===== config.mk =====
export PLATFORM = sky130hd
export DESIGN_NAME = c1541_sd_xfer
export DESIGN_NICKNAME = d
export VERILOG_FILES = /design/src/rtl/c1541_sd_xfer.sv
export SDC_FILE = /design/constraint.sdc
export NUM_CORES = 1
export LEC_CHECK = 0
export BUFFER_PORTS_ARGS = -buffer_cell sky130_fd_sc_hd__buf_4
export CORE_ASPECT_RATIO = 1.2
export CORE_MARGIN = 4
export CORE_UTILIZATION = 35
export CTS_CLUSTER_SIZE = 28
export DETAILED_ROUTE_END_ITERATION = 8
export SYNTH_ARGS = -nofsm -noshare
export SYNTH_HDL_FRONTEND = slang
export SYNTH_SLANG_ARGS = --single-unit

===== constraint.sdc =====
create_clock -name clk -period 2.21 [get_ports clk]
set_input_delay 0.5525 -clock clk [delete_from_list [all_inputs] [get_ports clk]]
set_output_delay 0.5525 -clock clk [all_outputs]
set_load 0.1 [all_outputs]

===== src/rtl/c1541_sd_xfer.sv =====
// c1541_sd_xfer: moves a multi-block request from the 1541 track stage to the
// host one 512-byte block at a time, and steers host bytes into the track
// buffer at {block index, byte offset} while a read is in progress.
module c1541_sd_xfer #(
    parameter int BLK_BITS = 5
) (
    input  logic                  clk,
    input  logic                  reset_n,
    // track-stage request side
    input  logic [31:0]           sd_lba,
    input  logic [5:0]            sd_blk_cnt,
    input  logic                  sd_rd,
    input  logic                  sd_wr,
    output logic                  sd_ack,
    // host block interface
    output logic [31:0]           host_lba,
    output logic                  host_rd,
    output logic                  host_wr,
    input  logic                  host_ack,
    input  logic [8:0]            host_buf_addr,
    input  logic [7:0]            host_buf_dout,
    input  logic                  host_buf_wr,
    output logic [7:0]            host_buf_din,
    // track-buffer RAM port
    output logic [BLK_BITS+8:0]   buf_addr,
    output logic                  buf_we,
    output logic [7:0]            buf_dout,
    input  logic [7:0]            buf_din
);

    typedef enum logic [2:0] {
        IDLE,
        REQ,
        XFER,
        NEXT,
        DONE
    } state_t;

    localparam logic [31:0] MAX_BLK = (32'd1 << BLK_BITS) - 32'd1;

    state_t                state_q,    state_d;
    logic [31:0]           lba_q,      lba_d;
    logic [BLK_BITS-1:0]   cnt_q,      cnt_d;
    logic [BLK_BITS-1:0]   blk_idx_q,  blk_idx_d;
    logic                  dir_rd_q,   dir_rd_d;
    logic                  sd_ack_q,   sd_ack_d;
    logic                  host_rd_q,  host_rd_d;
    logic                  host_wr_q,  host_wr_d;
    logic [31:0]           host_lba_q, host_lba_d;

    // The 6-bit request count can exceed what the buffer holds; saturate it to
    // the last block index so the transfer never wraps onto block 0.
    function automatic logic [BLK_BITS-1:0] clamp_cnt(input logic [5:0] cnt);
        logic [31:0] c32;
        c32 = {26'd0, cnt};
        if (c32 > MAX_BLK) begin
            c32 = MAX_BLK;
        end
        return c32[BLK_BITS-1:0];
    endfunction

    // State and latched-request registers; reset aborts any transfer at once.
    always_ff @(posedge clk or negedge reset_n) begin
        if (!reset_n) begin
            state_q    <= IDLE;
            lba_q      <= '0;
            cnt_q      <= '0;
            blk_idx_q  <= '0;
            dir_rd_q   <= 1'b0;
            sd_ack_q   <= 1'b0;
            host_rd_q  <= 1'b0;
            host_wr_q  <= 1'b0;
            host_lba_q <= '0;
        end else begin
            state_q    <= state_d;
            lba_q      <= lba_d;
            cnt_q      <= cnt_d;
            blk_idx_q  <= blk_idx_d;
            dir_rd_q   <= dir_rd_d;
            sd_ack_q   <= sd_ack_d;
            host_rd_q  <= host_rd_d;
            host_wr_q  <= host_wr_d;
            host_lba_q <= host_lba_d;
        end
    end

    // Next-state logic: one host request/ack handshake per block.
    always_comb begin
        state_d    = state_q;
        lba_d      = lba_q;
        cnt_d      = cnt_q;
        blk_idx_d  = blk_idx_q;
        dir_rd_d   = dir_rd_q;
        sd_ack_d   = sd_ack_q;
        host_rd_d  = host_rd_q;
        host_wr_d  = host_wr_q;
        host_lba_d = host_lba_q;

        unique case (state_q)
            IDLE: begin
                // Requests are only looked at here, so nothing is queued while
                // busy; a read wins when both levels are high.
                if (sd_rd || sd_wr) begin
                    lba_d      = sd_lba;
                    cnt_d      = clamp_cnt(sd_blk_cnt);
                    dir_rd_d   = sd_rd;
                    blk_idx_d  = '0;
                    sd_ack_d   = 1'b1;
                    host_lba_d = sd_lba;
                    host_rd_d  = sd_rd;
                    host_wr_d  = ~sd_rd;
                    state_d    = REQ;
                end
            end
            REQ: begin
                if (host_ack) begin
                    host_rd_d = 1'b0;
                    host_wr_d = 1'b0;
                    state_d   = XFER;
                end
            end
            XFER: begin
                if (!host_ack) begin
                    state_d = NEXT;
                end
            end
            NEXT: begin
                if (blk_idx_q == cnt_q) begin
                    // sd_ack drops on entry to DONE so the track stage sees
                    // completion one cycle after the last host_ack fall.
                    sd_ack_d = 1'b0;
                    state_d  = DONE;
                end else begin
                    blk_idx_d  = blk_idx_q + 1'b1;
                    host_lba_d = lba_q + 32'(blk_idx_q) + 32'd1;
                    host_rd_d  = dir_rd_q;
                    host_wr_d  = ~dir_rd_q;
                    state_d    = REQ;
                end
            end
            DONE: begin
                sd_ack_d = 1'b0;
                state_d  = IDLE;
            end
            default: begin
                state_d = IDLE;
            end
        endcase
    end

    assign sd_ack       = sd_ack_q;
    assign host_rd      = host_rd_q;
    assign host_wr      = host_wr_q;
    assign host_lba     = host_lba_q;

    // Buffer port: host bytes land only during the data phase of a read.
    assign buf_addr     = {blk_idx_q, host_buf_addr};
    assign buf_dout     = host_buf_dout;
    assign buf_we       = host_buf_wr && (state_q == XFER) && dir_rd_q;
    assign host_buf_din = buf_din;

endmodule


==> Word level (Yosys, flattened, before mapping) <==
Cells that the tools add are included.
{ "totals": {"reg_bits": 81, "in_bits": 69, "output_inout_bits": 66, "word_cells": 59} }
{ "op_classes": {"add_sub_neg": 3, "order_cmp": 1, "n_eq_ne": 10, "muxes": 22, "bitwise": 2, "n_reduce_logical": 12} }
{ "op_table": {"columns": ["cell", "n"], "rows": [
  ["$mux W32", 2],
  ["$pmux W32 S2", 1],
  ["$add A32 B1 Y32 const B", 1],
  ["$add A32 B5 Y32", 1],
  ["$mux W5", 3],
  ["$mux W3", 4],
  ["$pmux W3 S4", 1],
  ["$ne A2 B2 Y1 const B", 5],
  ["$pmux W5 S2", 1],
  ["$pmux W1 S3", 3],
  ["$reduce_and A3 Y1", 3],
  ["$mux W1", 7],
  ["$eq A3 B2 Y1 const B", 2],
  ["$gt A6 B5 Y1 const B", 1],
  ["$reduce_bool A3 Y1", 2],
  ["$add A5 B1 Y5 const B", 1],
  ["$eq A5 B5 Y1", 1],
  ["$reduce_and A4 Y1", 1],
  ["$eq A3 B1 Y1 const B", 1],
  ["$eq A3 B3 Y1 const B", 1],
  ["$logic_not A3 Y1", 1],
  ["$logic_and A1 B1 Y1", 2],
  ["$not A1 Y1", 2],
  ["$reduce_and A2 Y1", 1],
  ["other kinds (2)", 2]
]} }

==> Logic depth before layout (Yosys ltp) <==
{ "depth": {"depth_word": 4, "depth_mapped": 10} }

==> Least setup slack after synthesis <==
Ideal clock, no wire load.
{ "synth_path": {"path_type": "register to output", "startpoint": "reg state_q[1]", "endpoint": "out buf_we", "t_arrival_ps": 2820, "required_ps": 1657, "setup_slack_ps": -1163, "stages_incl_launch_ff": 4, "path_buffers": 1, "path_cell_list": "dfrtp_1 > clkbuf_1 > nand2b_1 > nor3_1"} }
{ "synth_between": {"elab_chain_cells": 3} }
{ "synth_rtl": {"columns": ["item", "line", "text"], "rows": [
  ["start: declaration", "41", "state_t state_q, state_d;"],
  ["start signal: assignment", "75", "state_q <= state_d;"],
  ["$eq A3 B2 Y1", "159", "assign buf_we = host_buf_wr && (state_q == XFER) && dir_rd_q;"],
  ["$logic_and A1 B1 Y1 (2 in series)", "159", null],
  ["end: declaration", "26", "output logic buf_we,"]
]} }
No other way between the ends.

==> Worst setup path in the final report <==
{ "layout_path": {"startpoint": "reg blk_idx_q[0]", "endpoint": "reg host_lba_q[30] (netlist: host_lba[30])"} }
{ "layout_between": {"elab_chain_cells": 4, "elab_cells_between_ends": 7, "classes_between": "add/sub (2); eq/ne (2); mux (2); reduce/logical (1)"} }
{ "layout_rtl": {"columns": ["item", "line", "text"], "rows": [
  ["start: declaration", "44", "logic [BLK_BITS-1:0] blk_idx_q, blk_idx_d;"],
  ["start signal: assignment", "78", "blk_idx_q <= blk_idx_d;"],
  ["$add A32 B5 Y32", "135", "host_lba_d = lba_q + 32'(blk_idx_q) + 32'd1;"],
  ["$add A32 B1 Y32", "135", null],
  ["$mux W32", "128", "if (blk_idx_q == cnt_q) begin"],
  ["$pmux W32 S2", "99", "unique case (state_q)"],
  ["end signal: assignment", "83", "host_lba_q <= host_lba_d;"],
  ["end: declaration", "49", "logic [31:0] host_lba_q, host_lba_d;"]
]} }
Several ways; a longest one is shown, not always the timed one. The select of a mux whose other input is x is not followed.
A chain may end at the register's enable or synchronous reset.

==> summary.txt <==
Die
  – Die area: around 0.015 mm^2
  – Die Wd: 111 um
  – Initial core utilization: 36.1%
  – Rows: between 40 and 50
  – Core area: about 0.012 mm^2
  – I/O pin total: ~140
  – Die Ht: ~130 um

Clocking
  – CTS tree: yes
  – Max clock buf depth: 2
  – # clock sinks: 81
  – H-tree levels: 3
  – Clock transition at path regs: roughly 60 ps
  – Post-cts hold buffer count: 0
  – Number of buffers created by CTS: 9
  – Clk root buf: clkbuf_16
  – Worst skew pair latency: between 300 and 400 ps

Power and ir drop
  – P_leak: roughly 0.0025 uW
  – Internal: ~4700 uW
  – Pwr dens: around 1800 mW/mm^2
  – Maximum vdd drop: 0.819 mV
  – Psw: between 5000 and 6000 uW
  – Comb pwr share: around 57%
  – Sequential Power Share: between 20% and 30%
  – Power consumption: 10000 uW
  – Sw Ratio: 53.2%
  – Clock network fraction of design power: between 10% and 20%

Timing
  – Fmax: ~450 MHz
  – Setup ws final: -17.2 ps
  – Min Tclk post-route: between 2000 and 2500 ps
  – Max_slew headroom: approximately two thirds
  – Worst-Margin Slew: ~480 ps
  – Crit share post-route: 101%
  – Setup violators final: 4
  – Final hold slack: 132 ps
  – RSZ-0062 raised after global routing: yes
  – Layout Skew: roughly 8.5 ps
  – Final hold viol count: 0
  – TNS Setup: -50.7 ps
  – Slew Limit Fails: 0

Global route
  – First-pass GRT wire length: about 19000 um
  – Gr ovfl total: 0
  – Overall global routing resource usage: between 15 and 20%
  – Antenna violations before repair: 0
  – Largest net degree at the start of global routing: 54
  – Number of global-route vias before repair: about 3.7k

Synthesis
  – Sequential-to-total area share from yosys stat: between 40% and 50%
  – Yosys top cell area share: between 40% and 50%
  – FFs w/ async S/R, synth: 100%
  – Synth unique cells: slightly below 60
  – Synth top area cells: dfrtp_1, nand2_1, buf_4
  – Synthesized area: 0.00443 mm^2
  – Cells after Synth: between 400 and 500
  – Top FF cell, synth: dfrtp_1
  – Area leader, netlist: dfrtp_1
  – Yosys warning count: 0
  – Synth cell count leaders: nand2_1, dfrtp_1, o21ai_1, buf_4, xor2_1
  – FF+latch count, synth: approximately 80
  – Synthesized area per cell: around 9.1 um^2
  – Net Count, Synth: around 560
  – Post-synth EDFFs: 0
  – Count leader, synth: nand2_1

Drt
  – Post-DR vias/cell: around 5.1
  – Via count: about 3.7k
  – Detailed Routing Iterations Pass 1: 5
  – Iter 0 DRT Violations: around 170
  – Residual DRC: 0
  – Routed wire length: about 11000 um
  – WL/cell: 15.6 um
  – Remaining antenna violation count after routing: 0

Hold path
  – Hold Crit Class: input port to async pin

Run status
  – Failing checks: negative setup slack
  – Status: complete, but fails checks

Cells and area
  – # diodes: 0
  – Fill count: 1186
  – Final design utilization: between 40% and 50%
  – Reg area: a little over 0.002 mm^2
  – Fin nets: 630
  – Multi-input gate area: around 0.0022 mm^2
  – Layout cells sized above 1: a little over a quarter
  – Area Overhead vs Synth: 24.4%

Worst setup path
  – Critical path type: register to register
  – WP data arrival: 2440 ps
  – Crit path capture type: register
  – CP max FO: 7
  – Startpoint Class: register
  – CP required: around 2400 ps

Placement
  – Count of buffers from port buffering: 84
  – Placer Congestion: slightly below 0.8
  – Hpwl dp: roughly 8000 um

Run
  – Max-Cap Viols: 0
logic make-up (layout without fill, tap and decap cells):
logic type,Yosys count,after routing,share of synthesized area [%]
xor gates and xnor gates,32,32,6.32
DFF,81,81,45.7
adders and majority gates,7,7,2.15
buffers and inverters,52,121,6.89
muxes,6,6,1.35
and+or+nand+nor,210,210,21.9
AOI/OAI and AO/OA,100,100,15.7
worst paths after layout:
| kind | end | start | slack (ps) | depth (start not counted) |
|---|---|---|---|---|
| hold / removal | host_lba[26] | reset_n | 130 | 1 |
| min in group clk | lba_q[26] | sd_lba[26] | 420 | 3 |
| setup reg to reg | host_lba[30] | blk_idx_q[0] | -20 | 10 |
| hold reg to reg | host_wr | host_wr | 480 | 2 |
| max in group asynchronous | host_lba[14] | reset_n | 1410 | 2 |
| setup / recovery | host_lba[30] | blk_idx_q[0] | -20 | 10 |
critical path: stages (launching register included):
cell	delay, ps
dfrtp_4	490
inv_4	70
ha_4	130
inv_2	30
fa_2	360
a211oi_4	250
o21ai_2	110
and2b_2	280
nand4_1	120
xor2_1	180
o21ai_1	80
placed cells by master, fill, tap and decap left out, types with 3 or more instances in the layout:
cell,count
a2111oi_2,3
a211oi_1,5
a21oi_1,7
a22oi_1,13
and3_1,3
buf_12,4
buf_4,97
clkbuf_1,4
clkbuf_16,9
dfrtp_1,76
dfrtp_4,3
ha_1,4
inv_1,4
mux2i_1,6
nand2_1,143
nand3_1,12
nand3_2,3
nand4_1,9
nor2_1,15
nor3_1,4
o211ai_1,4
o21ai_0,14
o21ai_1,27
o21ai_2,5
o221ai_1,3
xnor2_1,15
xor2_1,17
routing by layer:
metal  vias to the layer above  share of wire, %  GRT usage (%)
met5                         -                 0              0
met4                         0               2.2           6.71
met3                        23               5.6           2.53
met2                       113                49           25.9
met1                      1735                44           20.8
li1                       1787                 -              -
sequential cells by signal, indices dropped and copies added (netlist names):
signal / count
lba_q: 32
dir_rd_q: 1
blk_idx_q: 5
cnt_q: 5
host_lba: 32
sd_ack: 1
host_wr: 1
host_rd: 1
state_q: 3
through the flow:
step / std cells / setup slack (ps) / instance area (um^2)
final: 718 / -17.2 / 5520
after global routing: 718 / -118 / 5520
after global placement: 703 / 56.2 / 5220
after floorplan: 488 / -107 / 4480
after detailed placement: 703 / 25.5 / 5220
after CTS: 718 / 2.85 / 5500
layout make-up:
class | count | share of cell area [%]
Multi-Input combinational cell | 355 | 39.3
Sequential cell | 81 | 37.0
Timing Repair Buffer | 101 | 14.7
Tap cell | 161 | 3.65
Clock inverter | 1 | 0.544
Inverter | 6 | 0.454
Clock buffer | 13 | 4.36
power by group through the flow:
stage | sequential, uW | combinational (uW) | clock (uW)
global route | 2970 | 6140 | 1520
CTS | 2860 | 5780 | 1450
global placement | 2860 | 5670 | 0
detailed placement | 2870 | 5740 | 0
finish | 2860 | 5760 | 1410
floorplan | 5050 | 2300 | 0
what timing repair did:
action / 4_1_cts / 5_1_grt
endpoints found under the setup margin: 6 / 21
buffers inserted: 1 / 0
gates resized for setup: 1 / 3
pin swaps: 0 / 2
(Power assumes the default switching activity.)
